<file path="config.mk">
export PLATFORM = sky130hd
export DESIGN_NAME = lcz80_io_responder_flat
export DESIGN_NICKNAME = d
export VERILOG_FILES = /design/src/rtl/lcz80_io_pkg.sv /design/src/rtl/lcz80_io_responder_if.sv /design/src/rtl/lcz80_wait_gen.sv /design/src/rtl/lcz80_io_responder.sv /design/src/flat_wrapper.sv
export SDC_FILE = /design/constraint.sdc
export NUM_CORES = 1
export LEC_CHECK = 0
export ABC_AREA = 1
export BUFFER_PORTS_ARGS = -buffer_cell sky130_fd_sc_hd__buf_2
export CORE_MARGIN = 3
export CORE_UTILIZATION = 47
export DETAILED_ROUTE_END_ITERATION = 7
export HOLD_SLACK_MARGIN = 0.15
export PLACE_DENSITY = 0.75
export SLEW_MARGIN = 10
export SYNTH_ARGS = -nofsm -noshare
export SYNTH_HDL_FRONTEND = slang
export SYNTH_SLANG_ARGS = --single-unit
</file>
<file path="constraint.sdc">
create_clock -name clk -period 1.2 [get_ports clk]
set_input_delay 0.24 -clock clk [delete_from_list [all_inputs] [get_ports clk]]
set_output_delay 0.24 -clock clk [all_outputs]
set_load 0.01 [all_outputs]
</file>
<file path="src/rtl/lcz80_io_pkg.sv">
// Shared definitions for the lcz80 bus responders: register map, bit indices, FSM states.
package lcz80_io_pkg;

  localparam logic [1:0] REG_DATA   = 2'd0;
  localparam logic [1:0] REG_STATUS = 2'd1;
  localparam logic [1:0] REG_CTRL   = 2'd2;
  localparam logic [1:0] REG_VECTOR = 2'd3;

  localparam int unsigned STAT_RX_FULL  = 0;
  localparam int unsigned STAT_TX_VALID = 1;
  localparam int unsigned STAT_OVR      = 2;
  localparam int unsigned STAT_INT_REQ  = 3;

  localparam int unsigned CTRL_RX_INT_EN = 0;
  localparam int unsigned CTRL_TX_INT_EN = 1;

  localparam logic [7:0] VECTOR_RESET = 8'hFF;

  typedef enum logic [1:0] {
    ST_IDLE,
    ST_WAIT,
    ST_HOLD
  } io_state_e;

endpackage

</file>
<file path="src/rtl/lcz80_io_responder_if.sv">
// CPU-side bus of the lcz80 core as seen by an I/O target.
interface lcz80_io_responder_if;
  logic        m1_n;
  logic        mreq_n;
  logic        iorq_n;
  logic        rd_n;
  logic        wr_n;
  logic [15:0] A;
  logic [7:0]  di;
  logic [7:0]  dout;
  logic        dout_oe;
  logic        wait_n;
  logic        int_n;

  modport master (
    output m1_n, mreq_n, iorq_n, rd_n, wr_n, A, di,
    input  dout, dout_oe, wait_n, int_n
  );

  modport slave (
    input  m1_n, mreq_n, iorq_n, rd_n, wr_n, A, di,
    output dout, dout_oe, wait_n, int_n
  );
endinterface

</file>
<file path="src/rtl/lcz80_wait_gen.sv">
// Loadable down-counter: wait_n is low while the count is non-zero,
// done flags the clock on which the count reaches zero.
module lcz80_wait_gen #(
  parameter int unsigned CYCLES = 1
) (
  input  logic clk,
  input  logic reset,
  input  logic load,
  output logic wait_n,
  output logic done
);
  localparam int unsigned W = $clog2(CYCLES + 2);

  logic [W-1:0] cnt;

  always_ff @(posedge clk) begin
    if (reset)
      cnt <= '0;
    else if (load)
      cnt <= W'(CYCLES);
    else if (cnt != '0)
      cnt <= cnt - W'(1);
  end

  assign wait_n = (cnt == '0);
  assign done   = (cnt == W'(1));
endmodule

</file>
<file path="src/rtl/lcz80_io_responder.sv">
// Z80 I/O target: four decoded ports, rx/tx byte mailboxes, wait insertion
// and IM2 interrupt acknowledge.
module lcz80_io_responder
  import lcz80_io_pkg::*;
#(
  parameter logic [7:0]  BASE_PORT   = 8'h40,
  parameter int unsigned WAIT_CYCLES = 1
) (
  input  logic                        clk,
  input  logic                        reset,
  lcz80_io_responder_if.slave         bus,
  input  logic [7:0]                  rx_data,
  input  logic                        rx_valid,
  output logic                        rx_ready,
  output logic [7:0]                  tx_data,
  output logic                        tx_valid,
  input  logic                        tx_ready
);
  io_state_e  state, state_d;
  logic [7:0] rx_buf;
  logic       rx_full;
  logic [1:0] ctrl;
  logic [7:0] vector;
  logic       ovr;
  logic [1:0] offset;
  logic       acc_rd;
  logic       int_req;
  logic [7:0] rd_mux;
  logic       io_hit, inta, bus_idle, decode, ack, wait_done;

  assign io_hit   = !bus.iorq_n && bus.m1_n && bus.mreq_n &&
                    (bus.A[7:2] == BASE_PORT[7:2]) && (!bus.rd_n || !bus.wr_n);
  assign inta     = !bus.m1_n && !bus.iorq_n;
  assign bus_idle = bus.rd_n && bus.wr_n && bus.iorq_n;
  assign decode   = (state == ST_IDLE) && io_hit;
  assign ack      = (state == ST_IDLE) && inta;

  assign int_req  = (rx_full && ctrl[CTRL_RX_INT_EN]) || (!tx_valid && ctrl[CTRL_TX_INT_EN]);
  assign rx_ready = !rx_full;

  lcz80_wait_gen #(.CYCLES(WAIT_CYCLES)) u_wait (
    .clk    (clk),
    .reset  (reset),
    .load   (decode),
    .wait_n (bus.wait_n),
    .done   (wait_done)
  );

  always_comb begin
    rd_mux = '0;
    case (bus.A[1:0])
      REG_DATA:   rd_mux = rx_buf;
      REG_STATUS: rd_mux = {4'b0, int_req, ovr, tx_valid, rx_full};
      REG_CTRL:   rd_mux = {6'b0, ctrl};
      default:    rd_mux = vector;
    endcase
  end

  always_comb begin
    state_d = state;
    case (state)
      ST_IDLE: begin
        if (io_hit)
          state_d = (WAIT_CYCLES > 0) ? ST_WAIT : ST_HOLD;
        else if (inta)
          state_d = ST_HOLD;
      end
      ST_WAIT: if (wait_done) state_d = ST_HOLD;
      ST_HOLD: if (bus_idle)  state_d = ST_IDLE;
      default: state_d = ST_IDLE;
    endcase
  end

  always_ff @(posedge clk) begin
    if (reset)
      state <= ST_IDLE;
    else
      state <= state_d;
  end

  always_ff @(posedge clk) begin
    if (reset) begin
      rx_buf      <= '0;
      rx_full     <= 1'b0;
      tx_data     <= '0;
      tx_valid    <= 1'b0;
      ctrl        <= '0;
      vector      <= VECTOR_RESET;
      ovr         <= 1'b0;
      offset      <= '0;
      acc_rd      <= 1'b0;
      bus.dout    <= '0;
      bus.dout_oe <= 1'b0;
      bus.int_n   <= 1'b1;
    end else begin
      bus.int_n <= !int_req;

      if (tx_valid && tx_ready)
        tx_valid <= 1'b0;

      if (rx_valid && !rx_full) begin
        rx_buf  <= rx_data;
        rx_full <= 1'b1;
      end

      if (decode) begin
        offset <= bus.A[1:0];
        acc_rd <= bus.wr_n;
        if (!bus.wr_n) begin
          case (bus.A[1:0])
            // a handshake retiring this clock frees the buffer for the new byte
            REG_DATA: begin
              if (!tx_valid || tx_ready) begin
                tx_data  <= bus.di;
                tx_valid <= 1'b1;
              end else begin
                ovr <= 1'b1;
              end
            end
            REG_STATUS: if (bus.di[STAT_OVR]) ovr <= 1'b0;
            REG_CTRL:   ctrl   <= bus.di[1:0];
            default:    vector <= bus.di;
          endcase
        end else begin
          bus.dout    <= rd_mux;
          bus.dout_oe <= 1'b1;
        end
      end else if (ack) begin
        acc_rd      <= 1'b0;
        bus.dout    <= vector;
        bus.dout_oe <= 1'b1;
      end

      // rx byte is consumed only once the CPU has finished the DATA read
      if ((state == ST_HOLD) && bus_idle) begin
        bus.dout_oe <= 1'b0;
        if (acc_rd && (offset == REG_DATA))
          rx_full <= 1'b0;
      end
    end
  end
endmodule

</file>
<file path="src/flat_wrapper.sv">
// flat-port wrapper written by rule: the top's interface ports become plain ports
module lcz80_io_responder_flat import lcz80_io_pkg::*;
#(
  parameter logic [7:0]  BASE_PORT   = 8'h40,
  parameter int unsigned WAIT_CYCLES = 1
)
  (clk, reset, rx_data, rx_valid, rx_ready, tx_data, tx_valid, tx_ready, bus_m1_n, bus_mreq_n, bus_iorq_n, bus_rd_n, bus_wr_n, bus_A, bus_di, bus_dout, bus_dout_oe, bus_wait_n, bus_int_n);
  lcz80_io_responder_if bus_i ();
  input  logic clk;
  input  logic reset;
  input  logic [7:0] rx_data;
  input  logic rx_valid;
  output logic rx_ready;
  output logic [7:0] tx_data;
  output logic tx_valid;
  input  logic tx_ready;
  input wire logic [$bits(bus_i.m1_n)-1:0] bus_m1_n;
  input wire logic [$bits(bus_i.mreq_n)-1:0] bus_mreq_n;
  input wire logic [$bits(bus_i.iorq_n)-1:0] bus_iorq_n;
  input wire logic [$bits(bus_i.rd_n)-1:0] bus_rd_n;
  input wire logic [$bits(bus_i.wr_n)-1:0] bus_wr_n;
  input wire logic [$bits(bus_i.A)-1:0] bus_A;
  input wire logic [$bits(bus_i.di)-1:0] bus_di;
  output wire logic [$bits(bus_i.dout)-1:0] bus_dout;
  output wire logic [$bits(bus_i.dout_oe)-1:0] bus_dout_oe;
  output wire logic [$bits(bus_i.wait_n)-1:0] bus_wait_n;
  output wire logic [$bits(bus_i.int_n)-1:0] bus_int_n;
  assign bus_i.m1_n = bus_m1_n;
  assign bus_i.mreq_n = bus_mreq_n;
  assign bus_i.iorq_n = bus_iorq_n;
  assign bus_i.rd_n = bus_rd_n;
  assign bus_i.wr_n = bus_wr_n;
  assign bus_i.A = bus_A;
  assign bus_i.di = bus_di;
  assign bus_dout = bus_i.dout;
  assign bus_dout_oe = bus_i.dout_oe;
  assign bus_wait_n = bus_i.wait_n;
  assign bus_int_n = bus_i.int_n;
  lcz80_io_responder #(.BASE_PORT(BASE_PORT), .WAIT_CYCLES(WAIT_CYCLES)) u_core (.clk(clk), .reset(reset), .bus(bus_i), .rx_data(rx_data), .rx_valid(rx_valid), .rx_ready(rx_ready), .tx_data(tx_data), .tx_valid(tx_valid), .tx_ready(tx_ready));
endmodule
</file>
Yosys cells after proc, flatten, opt, wreduce, memory -nomap -nowiden
Cells that the tools add are included.
{"block": "word_totals", "reg_bits": 46, "inputBits": 41, "out_inout_bits": 21, "wordCells": 99}
{"block": "classes", "n_addsub": 1, "eq_ne": 12, "n_mux": 27, "n_bitwise": 2, "n_reduce_logical": 42}
{"cell": "two-way mux 8 bit", "n": 3}
{"cell": "one-hot mux 8 bit (3 select lines)", "n": 1}
{"cell": "two-way mux 1 bit", "n": 17}
{"cell": "logical AND 1 bit", "n": 15}
{"cell": "AND reduction 3 bit", "n": 3}
{"cell": "zero test 2 bit", "n": 4}
{"cell": "two-way mux 2 bit", "n": 4}
{"cell": "inequality test 2 bit, second input constant", "n": 4}
{"cell": "nonzero test 2 bit", "n": 4}
{"cell": "zero test 1 bit", "n": 7}
{"cell": "== test 2 x 1 -> 1 bit, second input constant", "n": 3}
{"cell": "== test 6 x 5 -> 1 bit, second input constant", "n": 1}
{"cell": "one-hot mux 2 bit (3 select lines)", "n": 1}
{"cell": "AND reduction 5 bit", "n": 1}
{"cell": "== test 2 bit, second input constant", "n": 2}
{"cell": "AND reduction 4 bit", "n": 1}
{"cell": "OR reduction 2 bit", "n": 2}
{"cell": "logical OR 1 bit", "n": 3}
{"cell": "inequality test 3 x 1 -> 1 bit, second input constant", "n": 1}
{"cell": "OR reduction 3 bit", "n": 1}
{"cell": "inequality test 2 x 1 -> 1 bit, second input constant", "n": 1}
{"cell": "inverter 1 bit", "n": 2}
{"cell": "one-hot mux 1 bit (2 select lines)", "n": 1}
{"cell": "AND reduction 2 bit", "n": 1}
{"cell": "subtractor 2 x 1 -> 2 bit, second input constant", "n": 1}

Logic depth before layout (Yosys ltp)
Gate-level depths: netlist of run 1.
{"block": "logic_depth", "depth_word": 8, "depth_mapped": 11, "mapped_depth_nobuf": 9}

Modules after synthesis
From an unflattened synthesis of run 1, not the netlist that was laid out.
{"block": "unflattened", "cells_unflattened": 354, "hier_area_um2": 2404.8}
{"mod": "lcz80_io_responder", "instances": 1, "cells_each": 335, "area_each_um2": 2272.2}
{"mod": "lcz80_wait_gen", "instances": 1, "cells_each": 19, "area_each_um2": 132.6}

Least setup slack after synthesis of run 1
OpenSTA, ideal clock, no wires.
{"block": "synth_timing", "path_type": "reg2reg", "startpoint": "reg u_core.state[1]", "endpoint": "reg u_core.bus.dout[0]", "setup_ns": 0.111, "arrival_ns": 1.215, "setup_slack_ns": -0.127, "stages_incl_launch_ff": 8, "n_path_buf": 1, "synth_period_minus_slack_ns": 1.327, "path_cell_list": "dfxtp_1 -> nor2_1 -> buf_4 -> nand4_2 -> nand2_1 -> inv_2 -> nor2_1 -> nor2_1"}
{"block": "synth_between", "elab_chain_len": 4}
{"element": "start, declared", "line_no": "lcz80_io_responder.sv:19", "source": "io_state_e state, state_d;"}
{"element": "start signal, assigned", "line_no": "lcz80_io_responder.sv:78", "source": "state <= state_d;"}
{"element": "zero test 2 bit (*)", "line_no": "lcz80_io_responder.sv:35, lcz80_io_responder.sv:36"}
{"element": "logical AND 1 bit, on equally long branches", "line_no": "lcz80_io_responder.sv:35, lcz80_io_responder.sv:36"}
{"element": "inequality test 2 bit (no source line) / nonzero test 2 bit (equally long branches)"}
{"element": "AND reduction 2 bit (no source line)"}
{"element": "end signal, assigned", "line_no": "lcz80_io_responder.sv:125", "source": "bus.dout <= rd_mux;"}
{"element": "end signal, assigned", "line_no": "lcz80_io_responder.sv:130", "source": "bus.dout <= vector;"}
{"element": "end, declared", "line_no": "lcz80_io_responder_if.sv:22", "source": "output dout, dout_oe, wait_n, int_n"}
Mark *: on every way between the ends. The rest lies on a longest branch, timed or not.
A chain may end at the register's enable or synchronous reset.

Final worst setup path of run 1
{"block": "layout_timing", "startpoint": "reg u_core.state[0]", "endpoint": "reg u_core.vector[2]"}
{"block": "layout_between", "elab_chain_len": 3}
{"element": "zero test 2 bit", "line_no": "lcz80_io_responder.sv:35", "source": "assign decode = (state == ST_IDLE) && io_hit;"}
{"element": "logical AND 1 bit", "line_no": "lcz80_io_responder.sv:35"}
{"element": "AND reduction 3 bit (no source line)"}
{"element": "end signal, assigned", "line_no": "lcz80_io_responder.sv:122", "source": "default: vector <= bus.di;"}
{"element": "end, declared", "line_no": "lcz80_io_responder.sv:23", "source": "logic [7:0] vector;"}
No other way between the ends.

==> flow_summary_export.csv, run 1 <==
group,metric,value,unit
detailed_routing,drc,0,
worst_setup_path,cp_max_fo,8,
place,dpl_worst_slack,-0.274,ns
outcome,violations,"negative setup slack",
floorplan,pin_count,62,
detailed_routing,viasPerCell,4.95,
detailed_routing,wl,6.84,mm
place,port_buffers,53,
synthesis,synth_top_cell_by_area,"dfxtp_1",
floorplan,core,4820,um2
synthesis,netlist_instances,355,
pwr,power_density,1110,nW/um2
global_route,grt_pass1_wl,10.9,mm
synthesis,yosys_most_used_dff,"dfxtp_1",
place,place_area,3070,um2
floorplan,start_util,0.497,
place,dp_hpwl,4.74,mm
flow_run,drv_cap,0,
outcome,status,"complete, but fails checks",
synthesis,yosys_warnings,0,
timing,slew_headroom,0.776,
pwr,leakage,1.72,nW
detailed_routing,dr.pass1.iters,5,
detailed_routing,routedWlPerCell,12.8,um
global_route,grt.total_usage,0.223,
synthesis,synth_common_cells,"nand2_1 (88), nor2_1 (68), dfxtp_1 (46), inv_1 (42), nand3_1 (31)",
synthesis,synth.most_common_cell,"nand2_1",
timing,finalMaxSlewViolations,0,
final_layout,layout.nets,508,
final_layout,syn_to_final_growth,43.6,%
global_route,grt_pass1_vias,2407,
clocking,clkSinkCount,46,
synthesis,ys_seq_elements,46,
clocking,path_clk_slew,0.09,ns
detailed_routing,vias,2641,
floorplan,die_width,77.3,um
place,gp_congestion,0.890,
min_path,hold_path.class,"in -> reg",
timing,finalSetupViolations,32,
clocking,numCtsBuffers,5,
timing,period_share,1.19,
synthesis,synth_edf_count,0,
final_layout,fill_cells,394,
floorplan,std_cell_rows,25,
final_layout,drive_above_1_share,0.352,
worst_setup_path,critPathArrivalTime,1.67,ns
timing,worst_slack,-0.225,ns
synthesis,synth_top_area_frac,0.385,
global_route,grt_start_max_net_pins,27,
final_layout,fin_util,0.713,
clocking,cts_buffer_depth,2,
global_route,antenna_found_initial,0,
detailed_routing,antenna_left,0,
floorplan,die_area,5980,um2
timing,hold_violations,0,
synthesis,ys_seq_area_frac,0.385,
synthesis,ys_types,28,
clocking,tritoncts,"built",
timing,max_freq,702,MHz
synthesis,netlist_area,2390,um2
global_route,overflow,0,
floorplan,die_y,77.3,um
clocking,htreeDepth,2,
synthesis,synth.avg_cell_area,6.74,um2
timing,period_minus_slack,1.42,ns
timing,rsz0062_at_grt,"true",
synthesis,ys_top_cells_by_area,"dfxtp_1 (38%), nand2_1 (14%), nor2_1 (11%)",
clocking,cts_root_buf,"clkbuf_8",
final_layout,fin_area,3440,um2
timing,skew,0.00915,ns
pwr,ir_drop,0.000898,V
clocking,clock_latency,0.30,ns
worst_setup_path,path_class,"reg -> reg",
timing,worstMarginPinSlew,0.334,ns
worst_setup_path,crit_required,1.45,ns
worst_setup_path,worstSetupStartpointType,"flip-flop",
final_layout,antenna_cells,0,
worst_setup_path,r2r_cells,6,
synthesis,syn-num-nets,398,
synthesis,synthArstFlopShare,0,
min_path,min_path_cells,3,
detailed_routing,dr.first_iter.drc_count,247,
worst_setup_path,end_kind,"flip-flop",
[placed cells by master (no fill, tap or decap), drive strengths merged]
cell / synthesis / final
nor3: 4 / 4
inv: 46 / 47
nand2: 89 / 89
clkinv: 1 / 2
xor2: 1 / 1
clkbuf: 4 / 5
buf: 5 / 111
dlygate4sd3: 0 / 1
a22o: 4 / 4
dfxtp: 46 / 46
nand4: 19 / 19
nand3b: 1 / 1
nand3: 35 / 35
o211ai: 1 / 1
nor2: 73 / 73
a21oi: 9 / 9
bufinv: 0 / 1
ha: 2 / 2
a31oi: 1 / 1
o21ai: 14 / 14
[per-stage QoR]
step	setup TNS, ns	instances	power (mW)	hold slack, ns
3_5_place_dp	-6.52	509	2.41	0.456
6_report	-3.63	533	3.82	0.154
2_1_floorplan	-0.795	355	2.14	0.353
5_1_grt	-6.37	533	4.01	0.168
3_3_place_gp	-5.93	509	2.39	0.453
4_1_cts	-1.76	527	3.77	0.154
[kinds of logic (layout without fill, tap and decap cells)]
| kind of cell | after synthesis | in the layout | synth area share |
|---|---|---|---|
| compound gates | 29 | 29 | 0.0685 |
| simple gates | 221 | 221 | 0.432 |
| buf+inv | 56 | 167 | 0.100 |
| flops | 46 | 46 | 0.385 |
| xor+xnor | 1 | 1 | 0.00366 |
| fa+ha+maj | 2 | 2 | 0.0105 |
[state kept, by name, summed over array words and instances (netlist names), 2 cells and up]
signal,count
u_core.vector,8
u_core.tx_data,8
u_core.bus.dout,8
u_core.ctrl,2
u_core.u_wait.cnt,2
u_core.offset,2
u_core.rx_buf,8
u_core.state,2
[power breakdown]
| part | internal (mW) | switching [mW] | total [mW] |
|---|---|---|---|
| Clock | 0.625 | 0.563 | 1.19 |
| Combinational | 0.475 | 0.484 | 0.959 |
| Sequential | 1.62 | 0.0514 | 1.67 |
[area by class of cell]
type	count	area (um2)	area share
Clock buffer	5	68.8	0.0200
Sequential cell	46	926	0.269
Tap cell	67	83.8	0.0244
Inverter	47	181	0.0528
Multi-Input combinational cell	253	1350	0.393
Clock inverter	3	43.8	0.0127
Timing Repair Buffer	112	781	0.227
[what timing repair did]
item | 4_1_cts | 5_1_grt
pin swaps | 12 | 14
endpoints found under the setup margin | 33 | 33
buffers inserted | 9 | 6
endpoints found under the hold margin | 1 | 0
gates cloned | 0 | 0
resized for setup | 18 | 20
hold buffers | 1 | 0
[routing by layer]
metal,share of wire,global-route usage
met5,0,0
met4,0.022,0.0676
met3,0.077,0.0464
met2,0.46,0.357
met1,0.44,0.304
[worst max-delay path: stages, from the launching register on]
cell and delay, ns:
dfxtp_2 0.34, nor2_4 0.18, buf_6 0.13, nand3_4 0.11, nor3_4 0.35, nand2_1 0.15, nand3_1 0.11
[worst paths after layout]
check	start	end	slack (ns)
worst max register to register	u_core.state[0]	u_core.vector[2]	-0.22
worst min register to register	u_core.tx_data[7]	u_core.tx_data[7]	0.47
worst min-delay path	bus_di[4]	u_core.vector[4]	0.15
worst max-delay path	u_core.state[0]	u_core.vector[2]	-0.22
No activity file was read; power rests on OpenSTA's default activity.
==> run 2, diff against run 1 <==
CORE_ASPECT_RATIO = 1.5   (was default)
==> run 2 against run 1 <==
The run still ends with negative setup slack left. Power up 3.8%. Die area is 0.29% higher. Critical path depth increased by 1. Global-route usage up 0.16 points. Non-clock buffer count fell by 10. Hold slack worse by 0.0041 ns. Sequential cell count stayed put. Register-to-register slack improved by 0.19 ns. First-iteration DRC count fell by 58%. Core utilization decreased by 2.7 points. Clock power up 16%. Critical path type unchanged.
==> flow_summary_export.csv, run 2 (synthesis results as in run 1) <==
group,metric,value,unit
pwr,intPower,2.89,mW
final_layout,drive_above_1_share,0.351,
global_route,grt.total_usage,0.225,
final_layout,syn_to_final_growth,40.1,%
global_route,grt_start_max_net_pins,21,
detailed_routing,dr.first_iter.drc_count,103,
pwr,power_density,1180,nW/um2
floorplan,die_width,64.3,um
timing,worst_slack,-0.0337,ns
detailed_routing,vias,2560,
clocking,clkSinkCount,46,
clocking,numCtsBuffers,5,
floorplan,pin_count,62,
final_layout,final_common_cell,"nand2_1",
clocking,clock_latency,0.31,ns
clocking,htreeDepth,2,
global_route,grt_pass1_wl,10.7,mm
pwr,leakage,1.66,nW
min_path,hold_path.class,"in -> reg",
pwr,comb_power_share,0.230,
timing,rsz0062_at_grt,"true",
worst_setup_path,cp_max_fo,6,
floorplan,std_cell_rows,31,
pwr,ir_drop,0.000699,V
place,gp_congestion,0.867,
detailed_routing,dr.pass1.iters,4,
timing,skew,0.00939,ns
detailed_routing,wl_met2,3.42,mm
worst_setup_path,cp_slowest_stage_delay,0.34,ns
final_layout,layout.nets,498,
final_layout,fin_util,0.686,
detailed_routing,wl_met1,2.65,mm
timing,worstMarginPinSlew,0.261,ns
final_layout,antenna_cells,0,
floorplan,start_util,0.490,
timing,finalMaxSlewViolations,0,
global_route,grt_pass1_vias,2490,
detailed_routing,maxUsedRoutingLayer,"met4",
worst_setup_path,path_cells,"nor2_4 > nand3_2 > buf_4 > nand2_1 > nand2_1 > nor2_1 > nor2_1",
detailed_routing,wl,6.56,mm
timing,hold_violations,0,
timing,finalSetupViolations,20,
timing,max_freq,811,MHz
worst_setup_path,crit_required,1.41,ns
floorplan,core,4890,um2
detailed_routing,antenna_left,0,
detailed_routing,routedWlPerCell,12.6,um
pwr,p_sw,1.07,mW
timing,fin_tns_setup,-0.324,ns
worst_setup_path,critPathArrivalTime,1.45,ns
place,dp_hpwl,5.00,mm
clocking,cts_buffer_depth,2,
timing,period_share,1.03,
final_layout,final_cell_mix,"nand2_1 (77), nor2_1 (63), buf_2 (52)",
worst_setup_path,path_class,"reg -> reg",
detailed_routing,met3_wirelength,245,um
timing,slew_headroom,0.824,
detailed_routing,viasPerCell,4.90,
clocking,tritoncts,"built",
worst_setup_path,crit_slowest_cell,"dfxtp_2",
flow_run,drv_cap,0,
place,port_buffers,53,
detailed_routing,drc,0,
pwr,clkPwrFrac,0.349,
global_route,antenna_found_initial,0,
pwr,swShare,0.269,
floorplan,die_y,93.4,um
timing,period_minus_slack,1.23,ns
worst_setup_path,end_kind,"flip-flop",
clocking,path_clk_slew,0.09,ns
clocking,cts_root_buf,"clkbuf_8",
outcome,status,"complete, but fails checks",
outcome,violations,"negative setup slack",
floorplan,die_area,6000,um2
global_route,overflow,0,
pwr,seqPwrFrac,0.422,
worst_setup_path,worstSetupStartpointType,"flip-flop",
-- run 2: final cells by class --
class | instances | area (um2)
Clock buffer | 5 | 68.8
Clock inverter | 3 | 68.8
Fill cell | 441 | 1540
Inverter | 47 | 176
Multi-Input combinational cell | 253 | 1360
Sequential cell | 46 | 927
Tap cell | 66 | 82.6
Timing Repair Buffer | 102 | 667
-- run 2: path summary, 6_finish.rpt --
path                                    startpoint                 end  slack [ns]  cells after the start
worst min register to register  u_core.bus.dout_oe  u_core.bus.dout_oe        0.47                      2
worst max register to register     u_core.state[0]  u_core.bus.dout[7]       -0.03                      7
worst min-delay path                     bus_di[5]    u_core.vector[5]        0.15                      3
worst max-delay path               u_core.state[0]  u_core.bus.dout[7]       -0.03                      7
-- run 2: power by group through the flow --
| stage | sequential (mW) | combinational (mW) | clock (mW) |
|---|---|---|---|
| 2_1_floorplan | 1.70 | 0.434 | 0 |
| 3_3_place_gp | 1.69 | 0.703 | 0 |
| 3_5_place_dp | 1.69 | 0.727 | 0 |
| 4_1_cts | 1.67 | 0.844 | 1.39 |
| 5_1_grt | 1.68 | 1.00 | 1.44 |
| 6_report | 1.67 | 0.909 | 1.38 |
-- run 2: worst max-delay path, delay by kind of cell, from the launching register on --
| family | cells | cell delay (ns) |
|---|---|---|
| and+or+nand+nor | 6 | 0.60 |
| DFF | 1 | 0.34 |
| buffers and inverters | 1 | 0.19 |
-- run 2: routing by layer --
layer / global-route usage / vias to the layer above
li1: - / 1333
met1: 0.233 / 1141
met2: 0.419 / 68
met3: 0.0349 / 18
met4: 0.129 / 0
met5: 0 / -
-- run 2: repair_timing --
action                     4_1_cts  5_1_grt
resized for setup               11       22
hold endpoints to repair         1        0
pin swaps                        1        9
setup endpoints to repair       29       31
hold buffers                     1        0
buffers inserted                 1        2
-- run 2: per-stage QoR --
step                setup slack [ns]  power, mW  hold slack, ns  instances  instance area (um2)
finish                       -0.0337       3.96           0.150        522                 3350
global route                  -0.129       4.12           0.157        522                 3350
CTS                          -0.0352       3.90           0.153        520                 3270
detailed placement            -0.225       2.42           0.464        510                 3080
global placement              -0.228       2.39           0.454        510                 3080
floorplan                    -0.0506       2.14           0.353        355                 2450
